==> config.mk <==
export PLATFORM = sky130hd
export DESIGN_NAME = sim_mem_lsu_flat
export DESIGN_NICKNAME = d
export VERILOG_FILES = /design/src/rtl/sim_mem_lsu_if.sv /design/src/rtl/sim_mem_lsu.sv /design/src/flat_wrapper.sv
export SDC_FILE = /design/constraint.sdc
export NUM_CORES = 1
export LEC_CHECK = 0
export CORE_MARGIN = 4
export CORE_UTILIZATION = 40
export CTS_CLUSTER_SIZE = 12
export DETAILED_ROUTE_END_ITERATION = 10
export GPL_ROUTABILITY_DRIVEN = 0
export PLACE_DENSITY_LB_ADDON = 0.12
export SYNTH_ARGS = -nofsm -noshare
export SYNTH_HDL_FRONTEND = slang
export SYNTH_SLANG_ARGS = --single-unit
==> constraint.sdc <==
create_clock -name clk -period 2.09 [get_ports clk]
set_input_delay 0.209 -clock clk [delete_from_list [all_inputs] [get_ports clk]]
set_output_delay 0.209 -clock clk [all_outputs]
set_load 0.005 [all_outputs]
==> src/rtl/sim_mem_lsu_if.sv <==
// Bundle between the core memory stage, the LSU and the simulation memory data port.
// The LSU takes the slave side; the core plus memory model take the master side.
interface sim_mem_lsu_if #(
    parameter int XLEN = 64
);
    // Handshakes: a transfer happens on a posedge where valid and ready are both
    // high; the sender holds valid and its payload stable until that edge, and
    // the receiver may raise or drop ready freely.
    logic            req_valid;
    logic            req_ready;
    logic [XLEN-1:0] req_addr;
    logic            req_wen;
    logic [1:0]      req_size;
    logic            req_signed;
    logic [XLEN-1:0] req_wdata;

    logic            resp_valid;
    logic            resp_ready;
    logic [XLEN-1:0] resp_data;
    logic            resp_err;

    logic [XLEN-1:0] daddr;
    logic [XLEN-1:0] dmask;
    logic [XLEN-1:0] dwdata;
    logic            dwen;
    logic [XLEN-1:0] drdata;

    modport master (
        output req_valid, req_addr, req_wen, req_size, req_signed, req_wdata,
        output resp_ready, drdata,
        input  req_ready, resp_valid, resp_data, resp_err,
        input  daddr, dmask, dwdata, dwen
    );

    modport slave (
        input  req_valid, req_addr, req_wen, req_size, req_signed, req_wdata,
        input  resp_ready, drdata,
        output req_ready, resp_valid, resp_data, resp_err,
        output daddr, dmask, dwdata, dwen
    );
endinterface

==> src/rtl/sim_mem_lsu.sv <==
// Load/store unit driving the simulation memory data port: one request at a time,
// byte-lane alignment of store data and extraction/extension of load data.
module sim_mem_lsu #(
    parameter int XLEN = 64
) (
    input  logic       clk,
    input  logic       rst_n,
    sim_mem_lsu_if.slave bus,
    output logic [1:0] dbg_state
);

    typedef enum logic [1:0] {
        IDLE  = 2'd0,
        ISSUE = 2'd1,
        WAIT  = 2'd2,
        RESP  = 2'd3
    } state_t;

    state_t     state;
    logic [2:0] off_q;
    logic [1:0] size_q;
    logic       signed_q;
    logic       wen_q;

    logic [2:0]      req_off;
    logic [7:0]      lanes;
    logic [7:0]      lane_bits;
    logic            misaligned;
    logic [XLEN-1:0] req_mask;
    logic [XLEN-1:0] rd_shift;
    logic [XLEN-1:0] load_data;

    assign bus.req_ready = (state == IDLE);
    assign dbg_state     = state;

    // Request decode: byte lanes touched and alignment check.
    always_comb begin
        req_off    = bus.req_addr[2:0];
        lanes      = 8'hFF;
        misaligned = 1'b0;
        unique case (bus.req_size)
            2'd0: begin lanes = 8'h01; misaligned = 1'b0;             end
            2'd1: begin lanes = 8'h03; misaligned = req_off[0];       end
            2'd2: begin lanes = 8'h0F; misaligned = |req_off[1:0];    end
            default: begin lanes = 8'hFF; misaligned = |req_off;      end
        endcase
        lane_bits = lanes << req_off;
        for (int i = 0; i < 8; i++) begin
            req_mask[8*i +: 8] = {8{lane_bits[i]}};
        end
    end

    // Load result: shift the addressed lanes down, then truncate and extend.
    always_comb begin
        rd_shift = bus.drdata >> {off_q, 3'b000};
        unique case (size_q)
            2'd0:    load_data = {{56{signed_q & rd_shift[7]}},  rd_shift[7:0]};
            2'd1:    load_data = {{48{signed_q & rd_shift[15]}}, rd_shift[15:0]};
            2'd2:    load_data = {{32{signed_q & rd_shift[31]}}, rd_shift[31:0]};
            default: load_data = rd_shift;
        endcase
    end

    always_ff @(posedge clk or negedge rst_n) begin
        if (!rst_n) begin
            state          <= IDLE;
            off_q          <= 3'd0;
            size_q         <= 2'd0;
            signed_q       <= 1'b0;
            wen_q          <= 1'b0;
            bus.daddr      <= '0;
            bus.dmask      <= '0;
            bus.dwdata     <= '0;
            bus.dwen       <= 1'b0;
            bus.resp_valid <= 1'b0;
            bus.resp_data  <= '0;
            bus.resp_err   <= 1'b0;
        end else begin
            unique case (state)
                IDLE: begin
                    if (bus.req_valid) begin
                        if (misaligned) begin
                            // Memory port is left untouched; the error response
                            // is presented one cycle later from RESP.
                            bus.resp_err  <= 1'b1;
                            bus.resp_data <= '0;
                            state         <= RESP;
                        end else begin
                            bus.daddr  <= {bus.req_addr[XLEN-1:3], 3'b000};
                            bus.dmask  <= req_mask;
                            bus.dwdata <= bus.req_wdata << {req_off, 3'b000};
                            bus.dwen   <= bus.req_wen;
                            off_q      <= req_off;
                            size_q     <= bus.req_size;
                            signed_q   <= bus.req_signed;
                            wen_q      <= bus.req_wen;
                            state      <= ISSUE;
                        end
                    end
                end
                ISSUE: begin
                    // The memory samples the port at this edge; daddr/dwdata keep
                    // their values, dwen=0 keeps later cycles from writing.
                    bus.dwen  <= 1'b0;
                    bus.dmask <= '0;
                    state     <= WAIT;
                end
                WAIT: begin
                    bus.resp_data  <= wen_q ? '0 : load_data;
                    bus.resp_err   <= 1'b0;
                    bus.resp_valid <= 1'b1;
                    state          <= RESP;
                end
                RESP: begin
                    if (!bus.resp_valid) begin
                        bus.resp_valid <= 1'b1;
                    end else if (bus.resp_ready) begin
                        bus.resp_valid <= 1'b0;
                        state          <= IDLE;
                    end
                end
                default: state <= IDLE;
            endcase
        end
    end

endmodule
==> src/flat_wrapper.sv <==
// flat-port wrapper written by rule: the top's interface ports become plain ports
module sim_mem_lsu_flat 
#(
    parameter int XLEN = 64
)
  (clk, rst_n, dbg_state, bus_req_valid, bus_req_addr, bus_req_wen, bus_req_size, bus_req_signed, bus_req_wdata, bus_resp_ready, bus_drdata, bus_req_ready, bus_resp_valid, bus_resp_data, bus_resp_err, bus_daddr, bus_dmask, bus_dwdata, bus_dwen);
  sim_mem_lsu_if #(.XLEN(XLEN)) bus_i ();
  input  logic clk;
  input  logic rst_n;
  output logic [1:0] dbg_state;
  input wire logic [$bits(bus_i.req_valid)-1:0] bus_req_valid;
  input wire logic [$bits(bus_i.req_addr)-1:0] bus_req_addr;
  input wire logic [$bits(bus_i.req_wen)-1:0] bus_req_wen;
  input wire logic [$bits(bus_i.req_size)-1:0] bus_req_size;
  input wire logic [$bits(bus_i.req_signed)-1:0] bus_req_signed;
  input wire logic [$bits(bus_i.req_wdata)-1:0] bus_req_wdata;
  input wire logic [$bits(bus_i.resp_ready)-1:0] bus_resp_ready;
  input wire logic [$bits(bus_i.drdata)-1:0] bus_drdata;
  output wire logic [$bits(bus_i.req_ready)-1:0] bus_req_ready;
  output wire logic [$bits(bus_i.resp_valid)-1:0] bus_resp_valid;
  output wire logic [$bits(bus_i.resp_data)-1:0] bus_resp_data;
  output wire logic [$bits(bus_i.resp_err)-1:0] bus_resp_err;
  output wire logic [$bits(bus_i.daddr)-1:0] bus_daddr;
  output wire logic [$bits(bus_i.dmask)-1:0] bus_dmask;
  output wire logic [$bits(bus_i.dwdata)-1:0] bus_dwdata;
  output wire logic [$bits(bus_i.dwen)-1:0] bus_dwen;
  assign bus_i.req_valid = bus_req_valid;
  assign bus_i.req_addr = bus_req_addr;
  assign bus_i.req_wen = bus_req_wen;
  assign bus_i.req_size = bus_req_size;
  assign bus_i.req_signed = bus_req_signed;
  assign bus_i.req_wdata = bus_req_wdata;
  assign bus_i.resp_ready = bus_resp_ready;
  assign bus_i.drdata = bus_drdata;
  assign bus_req_ready = bus_i.req_ready;
  assign bus_resp_valid = bus_i.resp_valid;
  assign bus_resp_data = bus_i.resp_data;
  assign bus_resp_err = bus_i.resp_err;
  assign bus_daddr = bus_i.daddr;
  assign bus_dmask = bus_i.dmask;
  assign bus_dwdata = bus_i.dwdata;
  assign bus_dwen = bus_i.dwen;
  sim_mem_lsu #(.XLEN(XLEN)) u_core (.clk(clk), .rst_n(rst_n), .bus(bus_i), .dbg_state(dbg_state));
endmodule
==> results.py, run 1 <==
metrics = {
    "sta": {
        "final-setup-viol-count": 47,
        "drv_slew": 0,
        "maxSlewHeadroom_pct": 62.3,
        "fmax_mhz": 449,
        "setup_slack_ns": -0.139,
        "grt_setup_unrepaired": "yes",
        "worst_pin_slew_ns": 0.565,
        "fin_crit_sh_pct": 107,
        "hold_viol": 0,
        "skew_ns": 0.0165,
        "period_needed_ns": 2.23,
    },
    "placed_design": {
        "post-dp-hpwl_um": 33300,
        "post-place-cells": 2087,
        "io_buffers": 458,
    },
    "final_layout": {
        "fill_cells": 2468,
        "syn_to_final_growth_pct": 53.9,
        "final_cells": 2144,
        "drive_gt1_share_pct": 15.2,
        "multi_input_area_mm2": 0.00580,
        "nets": 1946,
        "fin_util_pct": 62.9,
        "seqCellArea_mm2": 0.00523,
    },
    "synth": {
        "synth_top_area_share_pct": 44.1,
        "synth_cells": 1300,
        "syn-mean-instance-area_um2": 9.12,
        "synth_cell_types": 57,
        "synthTopCellsByCount": "nand2_1, dfrtp_1, nor2_1",
        "synth_area_leaders": "dfrtp_1, nand2_1, mux4_2",
        "ys_ff_latch": 209,
        "synth_seq_area_share_pct": 44.1,
        "synth_enable_flop_cells": 0,
        "synth_flop_cell": "dfrtp_1",
        "yosysWarnings": 0,
        "syn-cell-area_mm2": 0.0119,
        "synthArstFlopShare_pct": 100,
        "synth_largest_area_cell": "dfrtp_1",
        "synthMostInstantiatedCell": "nand2_1",
    },
    "power": {
        "peakVddDrop_mv": 0.909,
        "total_leakage_power_nw": 7.97,
        "powerDensity_mw_per_mm2": 1410,
    },
    "global_route": {
        "grt_max_degree": 66,
        "grt_pass1_wl_um": 68200,
        "overflow": 0,
        "grt_usage_pct": 26.0,
        "grt_pass1_vias": 11600,
        "antenna_found_initial": 4,
    },
    "min_path": {
        "hold_start": "bus_req_addr[2]",
        "holdPathEnd": "u_core.off_q[2]",
        "hold_class": "in2reg",
        "whs_path_depth": 3,
    },
    "floorplan": {
        "row_count": 62,
        "die_width_um": 180,
        "die_h_um": 180,
        "coreArea_mm2": 0.0290,
        "ios": 462,
        "start_util_pct": 40.9,
        "fp.dieArea_mm2": 0.0325,
    },
    "worst_setup_path": {
        "crit_path_end_kind": "flip-flop",
        "r2r_cells": 8,
        "critPathRequiredTime_ns": 2.49,
        "worstPathMaxFanout": 6,
        "cp-start-kind": "flip-flop",
        "reg2reg_from": "u_core.off_q[0]",
        "crit_chain": "mux2_4 > mux4_2 > nand3_2 > nor3b_4 > buf_6 > buf_6 > buf_16 > o21ai_2",
        "regToRegSetupSlack_ns": -0.14,
        "arrival_ns": 2.63,
        "path_common_cell": "buf_6",
        "max_stage_delay_ns": 0.53,
        "path_class": "reg2reg",
        "critPathSlowestCell": "dfrtp_4",
        "rr_endpoint": "u_core.bus.resp_data[36]",
    },
    "status": {
        "violations": "negative setup slack",
        "status": "complete, but fails checks",
    },
    "clock_network": {
        "clock-sinks": 209,
        "clk_pin_slew_ns": 0.06,
        "cts_buffers": 25,
        "clock_path_buffers": 3,
        "cts_tree": "yes",
        "clkLatencyLatePin_ns": 0.53,
        "cts-root-buf": "clkbuf_16",
        "h-tree-depth": 1,
    },
    "routing": {
        "wirelength_um": 44500,
        "drt_iter0_drc": 931,
        "routed-via-count": 11600,
        "drt_drc_violations_left": 0,
        "first_pass_iters": 5,
        "ant_nets": 0,
        "viasPerCell": 5.40,
        "wl_per_cell_um": 20.7,
    },
    "flow_run": {
        "maxCapViolCount": 0,
    },
}
==> how the worst max path moves through the flow <==
stage	start	slack, ns	endpoint	depth (start not counted)
floorplan	u_core.off_q[0]	-0.002	u_core.bus.resp_data[60]	7
global placement	bus_drdata[39]	-0.26	u_core.bus.resp_data[63]	7
detailed placement	bus_drdata[39]	-0.30	u_core.bus.resp_data[63]	7
CTS	u_core.off_q[0]	-0.14	u_core.bus.resp_data[58]	8
global route	u_core.off_q[0]	-0.20	u_core.bus.resp_data[50]	8
finish	u_core.off_q[0]	-0.14	u_core.bus.resp_data[36]	8
==> area by class of cell <==
cell class,count,share of cell area (%)
Timing Repair Buffer,577,31.8
Multi-Input combinational cell,918,31.8
Sequential cell,209,28.7
Clock buffer,31,3.72
Tap cell,384,2.63
Clock inverter,12,1.09
Inverter,11,0.226
Antenna cell,2,0.0274
==> logic make-up after synthesis <==
| group | Yosys count | share of synthesized area [%] |
|---|---|---|
| and+or+nand+nor | 480 | 16.4 |
| AOI/OAI and AO/OA | 318 | 18.3 |
| DFF | 209 | 44.1 |
| buffers and inverters | 175 | 7.98 |
| muxes | 113 | 12.9 |
| adders and majority gates | 4 | 0.422 |
| other | 1 | 0.0316 |
==> what timing repair did <==
item,CTS,global route
pin swaps,25,3
hold buffers,1,0
hold endpoints to repair,59,0
gates resized for setup,23,14
setup buffers,8,0
gates cloned,4,0
setup endpoints to repair,49,58
==> per-stage QoR <==
stage / hold WS, ns / power (mW) / TNS [ns] / worst slack (ns) / area, um^2
after CTS: 0.187 / 25.9 / -4.29 / -0.140 / 18200
after detailed placement: 0.216 / 20.3 / -16.39 / -0.301 / 17100
after global routing: 0.191 / 27.4 / -7.05 / -0.201 / 18200
after global placement: 0.210 / 20.1 / -12.26 / -0.264 / 17100
after floorplan: -0.0866 / 13.1 / -0.00490 / -0.00245 / 11900
final: 0.207 / 25.8 / -3.93 / -0.139 / 18200
==> registers in the layout, indices dropped and copies added (netlist names) <==
register	flops
u_core.bus.daddr	61
u_core.bus.dmask	8
u_core.bus.dwdata	64
u_core.bus.dwen	1
u_core.bus.resp_data	64
u_core.bus.resp_err	1
u_core.bus.resp_valid	1
u_core.dbg_state	2
u_core.off_q	3
u_core.signed_q	1
u_core.size_q	2
u_core.wen_q	1
==> placed cells by master, fill, tap and decap left out, types with 15 or more instances in the layout <==
cell             instances
mux2i_1                 63
nor2_1                  86
buf_12                  19
mux4_2                  29
o21ai_0                 71
buf_4                   87
o31ai_1                 17
dfrtp_1                208
a211oi_1                18
clkdlybuf4s50_1        453
nand2_1                334
mux2_2                  15
clkbuf_16               25
a21oi_1                 71
nand3_1                 18
o21ai_2                 24
==> power breakdown <==
part	internal, mW	switching (mW)
combinational	7.57	6.45
sequential	5.86	1.24
clock	2.91	1.78
total	16.3	9.47
==> critical path: cells and delay by family, from the launching register on <==
kind / cells / cell delay, ns
muxes: 2 / 0.83
DFF: 1 / 0.53
AOI/OAI and AO/OA: 1 / 0.05
buffers and inverters: 3 / 0.39
and+or+nand+nor: 2 / 0.30
==> metal layers <==
layer  global-route usage [%]  share of wire (%)  wire length, um
met1                     32.1                 38            17100
met2                     44.2                 49            21800
met3                     7.53                9.4             4190
met4                     8.11                3.2             1430
met5                        0              0.076               34
(Power assumes the default switching activity.)
==> run 2, diff against run 1 <==
Settings changed: CAP_MARGIN set to 20, GPL_TIMING_DRIVEN set to 0.
==> results.py, run 2 (synthesis gave the netlist of run 1 again) <==
metrics = {
    "status": {
        "status": "complete, but fails checks",
        "violations": "negative setup slack",
    },
    "power": {
        "internal_power_mw": 16.1,
        "switching_share_pct": 37.9,
        "seqPwrFrac_pct": 27.2,
        "powerDensity_mw_per_mm2": 1410,
        "p_comb_share_pct": 56.7,
        "total_leakage_power_nw": 8.02,
        "peakVddDrop_mv": 0.764,
        "clock_power_share_pct": 16.0,
        "p_switching_mw": 9.84,
    },
    "global_route": {
        "overflow": 0,
        "grt_max_degree": 118,
        "grt_pass1_vias": 12200,
        "antenna_found_initial": 6,
        "grt_usage_pct": 28.2,
        "grt_pass1_wl_um": 72700,
    },
    "sta": {
        "worst_pin_slew_ns": 0.723,
        "drv_slew": 0,
        "hold_viol": 0,
        "period_needed_ns": 2.22,
        "grt_setup_unrepaired": "yes",
        "maxSlewHeadroom_pct": 51.8,
        "skew_ns": 0.0137,
        "final-setup-viol-count": 39,
        "fmax_mhz": 450,
        "setup_slack_ns": -0.133,
        "fin_crit_sh_pct": 106,
    },
    "final_layout": {
        "final_common_cell": "clkdlybuf4s50_1",
        "seqCellArea_mm2": 0.00523,
        "fill_cells": 2469,
        "syn_to_final_growth_pct": 55.6,
        "drive_gt1_share_pct": 18.0,
        "fin_util_pct": 63.6,
        "final_cell_mix": "clkdlybuf4s50_1, nand2_1, dfrtp_1",
        "largest_registers": "u_core.bus.dwdata x64, u_core.bus.resp_data x64, u_core.bus.daddr x61",
        "multi_input_area_mm2": 0.00608,
        "nets": 2000,
    },
    "floorplan": {
        "die_width_um": 180,
        "die_h_um": 180,
        "fp.dieArea_mm2": 0.0325,
        "coreArea_mm2": 0.0290,
        "start_util_pct": 40.9,
        "row_count": 62,
        "ios": 462,
    },
    "placed_design": {
        "post-dp-hpwl_um": 36900,
        "pre_cts_slack_ns": -0.987,
        "io_buffers": 456,
    },
    "worst_setup_path": {
        "crit_path_end_kind": "flip-flop",
        "path_class": "reg2reg",
        "arrival_ns": 2.61,
        "cp-start-kind": "flip-flop",
        "worstPathMaxFanout": 10,
        "critPathRequiredTime_ns": 2.48,
    },
    "clock_network": {
        "clock-sinks": 209,
        "cts_buffers": 25,
        "clk_pin_slew_ns": 0.06,
        "cts_tree": "yes",
        "h-tree-depth": 1,
        "clkLatencyLatePin_ns": 0.53,
        "clock_path_buffers": 3,
        "cts-root-buf": "clkbuf_16",
    },
    "routing": {
        "viasPerCell": 5.55,
        "wirelength_um": 48400,
        "drt_iter0_drc": 1193,
        "routed-via-count": 12200,
        "drt_drc_violations_left": 0,
        "ant_nets": 0,
        "first_pass_iters": 6,
        "wl_per_cell_um": 22.0,
    },
    "min_path": {
        "hold_class": "in2reg",
    },
    "flow_run": {
        "maxCapViolCount": 0,
    },
}
## run 2: changes by cell type in the layout (fill, tap and decap cells not counted), moves of 6 or more
cell and change:
buf_12 -12, buf_2 +16, buf_4 -9, buf_6 -7, clkbuf_1 +23, clkbuf_2 +27
clkbuf_4 +11, mux2i_1 -19, mux2i_2 +6, mux2i_4 +13, o21ai_0 -12, o21ai_1 +9
## run 2: path summary, 6_finish.rpt
path,slack (ns),start,endpoint,cells after the start
max reg2reg,-0.13,u_core.off_q[0],u_core.bus.resp_data[61],8
min in group asynchronous,0.30,rst_n,u_core.bus.resp_data[38],2
max,-0.13,u_core.off_q[0],u_core.bus.resp_data[61],8
min,0.02,bus_req_size[0],u_core.size_q[0],3
max in group asynchronous,0.71,rst_n,u_core.bus.daddr[37],3
min reg2reg,0.47,u_core.bus.dwdata[12],u_core.bus.dwdata[12],2
## run 2: worst max-delay path, cell delays in order (launching register included)
cell and delay [ns]:
dfrtp_1 0.40, buf_6 0.15, mux2_4 0.30, mux4_2 0.51, nand3_4 0.11, nor3b_4 0.19, buf_6 0.20, buf_12 0.16
o31ai_2 0.07
## run 2: cell type report
| type | count | share of cell area, % |
|---|---|---|
| Timing Repair Buffer | 472 | 25.7 |
| Antenna cell | 3 | 0.0407 |
| Inverter | 11 | 0.224 |
| Tap cell | 384 | 2.60 |
| Clock inverter | 9 | 0.441 |
| Sequential cell | 209 | 28.4 |
| Multi-Input combinational cell | 918 | 33.0 |
| Clock buffer | 34 | 3.74 |
| Buffer | 159 | 5.98 |
## run 2: through the flow
| stage | instances | power [mW] | instance area, um^2 | hold slack (ns) | TNS, ns |
|---|---|---|---|---|---|
| floorplan | 1302 | 13.1 | 11900 | -0.0866 | -0.00490 |
| global placement | 2142 | 20.1 | 16900 | 0.452 | -1892.57 |
| detailed placement | 2143 | 20.3 | 16900 | 0.295 | -155.41 |
| CTS | 2190 | 25.3 | 18100 | 0.0112 | -2.81 |
| global route | 2198 | 27.4 | 18400 | 0.0134 | -5.22 |
| finish | 2199 | 25.9 | 18500 | 0.0247 | -3.46 |
## run 2: power groups by stage
stage | sequential, mW | clock [mW] | combinational [mW]
after floorplan | 7.05 | 0 | 6.08
after global placement | 7.06 | 0 | 13.1
after detailed placement | 7.08 | 0 | 13.2
after CTS | 7.06 | 4.24 | 14.0
after global routing | 7.31 | 4.41 | 15.7
final | 7.07 | 4.16 | 14.7
## run 2: routing by layer
layer / vias up / track usage [%] / wire (um)
met3: 164 / 7.81 / 4970
met4: 6 / 11.3 / 2270
met5: - / 0 / 38
li1: 5492 / - / -
met2: 739 / 46.8 / 23200
met1: 5798 / 34.9 / 18000
## run 2: repair_timing
| item | CTS | global route |
|---|---|---|
| gates resized for setup | 114 | 91 |
| pin swaps | 11 | 6 |
| hold buffers | 1 | 0 |
| cloned | 1 | 0 |
| endpoints found under the setup margin | 207 | 205 |
| hold endpoints to repair | 92 | 0 |
| buffers inserted | 5 | 8 |
==> run 3, diff against run 2 <==
Settings changed: CTS_CLUSTER_DIAMETER set to 80.
==> results.py, run 3 (synthesis gave the netlist of run 1 again) <==
metrics = {
    "status": {
        "status": "complete, but fails checks",
        "violations": "negative setup slack",
    },
    "power": {
        "switching_share_pct": 38.5,
        "total_leakage_power_nw": 7.88,
        "seqPwrFrac_pct": 28.4,
        "p_total_mw": 24.9,
        "clock_power_share_pct": 14.2,
        "powerDensity_mw_per_mm2": 1380,
        "p_switching_mw": 9.56,
        "p_comb_share_pct": 57.4,
        "internal_power_mw": 15.3,
        "peakVddDrop_mv": 0.896,
    },
    "placed_design": {
        "post-dp-hpwl_um": 36900,
        "post-place-cells": 2143,
        "io_buffers": 456,
        "placed_area_mm2": 0.0169,
        "pre_cts_slack_ns": -0.987,
    },
    "routing": {
        "viasPerCell": 5.61,
        "first_pass_iters": 6,
        "drt_drc_violations_left": 0,
        "highest_layer": "met5",
        "wirelength_um": 48000,
        "routed-via-count": 12200,
        "drt_iter0_drc": 1251,
        "ant_nets": 0,
        "wl_met1_um": 18200,
        "wl_per_cell_um": 22.1,
        "route.met2.wl_um": 22800,
        "met3WireLength_um": 4800,
    },
    "sta": {
        "drv_slew": 0,
        "fmax_mhz": 454,
        "holdWs_ns": 0.0371,
        "period_needed_ns": 2.20,
        "fin_crit_sh_pct": 105,
        "grt_setup_unrepaired": "yes",
        "setup_slack_ns": -0.111,
        "tns_ns": -3.64,
        "worst_pin_slew_ns": 0.758,
        "skew_ns": 0.0145,
        "hold_viol": 0,
        "maxSlewHeadroom_pct": 49.3,
        "final-setup-viol-count": 43,
    },
    "worst_setup_path": {
        "arrival_ns": 2.57,
        "regToRegSetupSlack_ns": -0.11,
        "max_stage_delay_ns": 0.51,
        "critPathRequiredTime_ns": 2.46,
        "r2r_cells": 8,
        "path_class": "reg2reg",
        "crit_chain": "buf_6 > mux2_4 > mux4_2 > nand3_4 > nor3b_4 > buf_6 > buf_12 > o31ai_2",
        "cp-start-kind": "flip-flop",
        "path_common_cell": "buf_6",
        "critPathSlowestCell": "mux4_2",
        "worstPathMaxFanout": 10,
        "crit_path_end_kind": "flip-flop",
    },
    "clock_network": {
        "cts_buffers": 21,
        "clock_path_buffers": 3,
        "clkLatencyLatePin_ns": 0.51,
        "cts-root-buf": "clkbuf_16",
        "clock-sinks": 209,
        "h-tree-depth": 1,
        "clk_pin_slew_ns": 0.07,
        "cts_tree": "yes",
    },
    "min_path": {
        "hold_class": "in2reg",
        "whs_path_depth": 3,
    },
    "global_route": {
        "grt_max_degree": 118,
        "overflow": 0,
        "grt_pass1_vias": 12100,
        "grt_pass1_wl_um": 72400,
        "antenna_found_initial": 5,
        "grt_usage_pct": 28.0,
    },
    "floorplan": {
        "fp.dieArea_mm2": 0.0325,
        "die_h_um": 180,
        "row_count": 62,
        "coreArea_mm2": 0.0290,
        "start_util_pct": 40.9,
        "ios": 462,
        "die_width_um": 180,
    },
    "final_layout": {
        "fin_area_mm2": 0.0181,
        "fin_util_pct": 62.2,
        "syn_to_final_growth_pct": 52.2,
        "drive_gt1_share_pct": 16.8,
        "final_cell_mix": "clkdlybuf4s50_1, nand2_1, dfrtp_1",
        "final_cells": 2173,
        "nets": 1988,
        "final_common_cell": "clkdlybuf4s50_1",
        "largest_registers": "u_core.bus.dwdata x64, u_core.bus.resp_data x64, u_core.bus.daddr x61",
    },
    "flow_run": {
        "maxCapViolCount": 0,
    },
}
[run 3: changes by cell type in the layout (fill, tap and decap cells not counted), sizes merged]
cell / delta
clkinv: -4
clkinvlp: -3
clkbuf: -15
buf: -4
[run 3: path summary, 6_finish.rpt]
| path | startpoint | to |
|---|---|---|
| max reg2reg | u_core.off_q[0] | u_core.bus.resp_data[60] |
| min reg2reg | u_core.bus.dwdata[12] | u_core.bus.dwdata[12] |
| min | bus_req_size[0] | u_core.size_q[0] |
| max in group asynchronous | rst_n | u_core.bus.dwdata[13] |
| min in group asynchronous | rst_n | u_core.bus.resp_data[40] |
| max | u_core.off_q[0] | u_core.bus.resp_data[60] |
[run 3: final cells by class]
type	count	area [um^2]
inverter	11	41.3
clock inverter	2	38.8
tap	384	480
sequential	209	5230
antenna	3	7.51
timing repair buffer	466	4670
fill	2520	11000
buffer	157	1040
clock buffer	23	543
multi-input combinational	918	5990
[run 3: critical path, delay by kind of cell, from the launching register on]
kind / cells / cell delay [ns]
AO/OA/AOI/OAI: 1 / 0.07
multiplexers: 2 / 0.81
flip-flops: 1 / 0.41
AND/OR/NAND/NOR: 2 / 0.30
buffers and inverters: 3 / 0.47
[run 3: per-layer routing]
metal  vias to the layer above  global-route usage [%]
met4                         6                    10.6
li1                       5464                       -
met5                         -                       0
met2                       728                    47.0
met3                       140                    7.53
met1                      5843                    34.8
[run 3: power by group through the flow]
stage,sequential [mW],clock [mW],combinational [mW]
6_report,7.07,3.52,14.3
5_1_grt,7.30,3.77,15.2
4_1_cts,7.06,3.60,13.9
3_5_place_dp,7.08,0,13.2
3_3_place_gp,7.06,0,13.1
2_1_floorplan,7.05,0,6.08
[run 3: what timing repair did]
item,CTS,global route
endpoints found under the hold margin,92,0
pin swaps,1,1
hold buffers,1,0
endpoints found under the setup margin,207,204
setup buffers,5,3
gates resized for setup,108,67
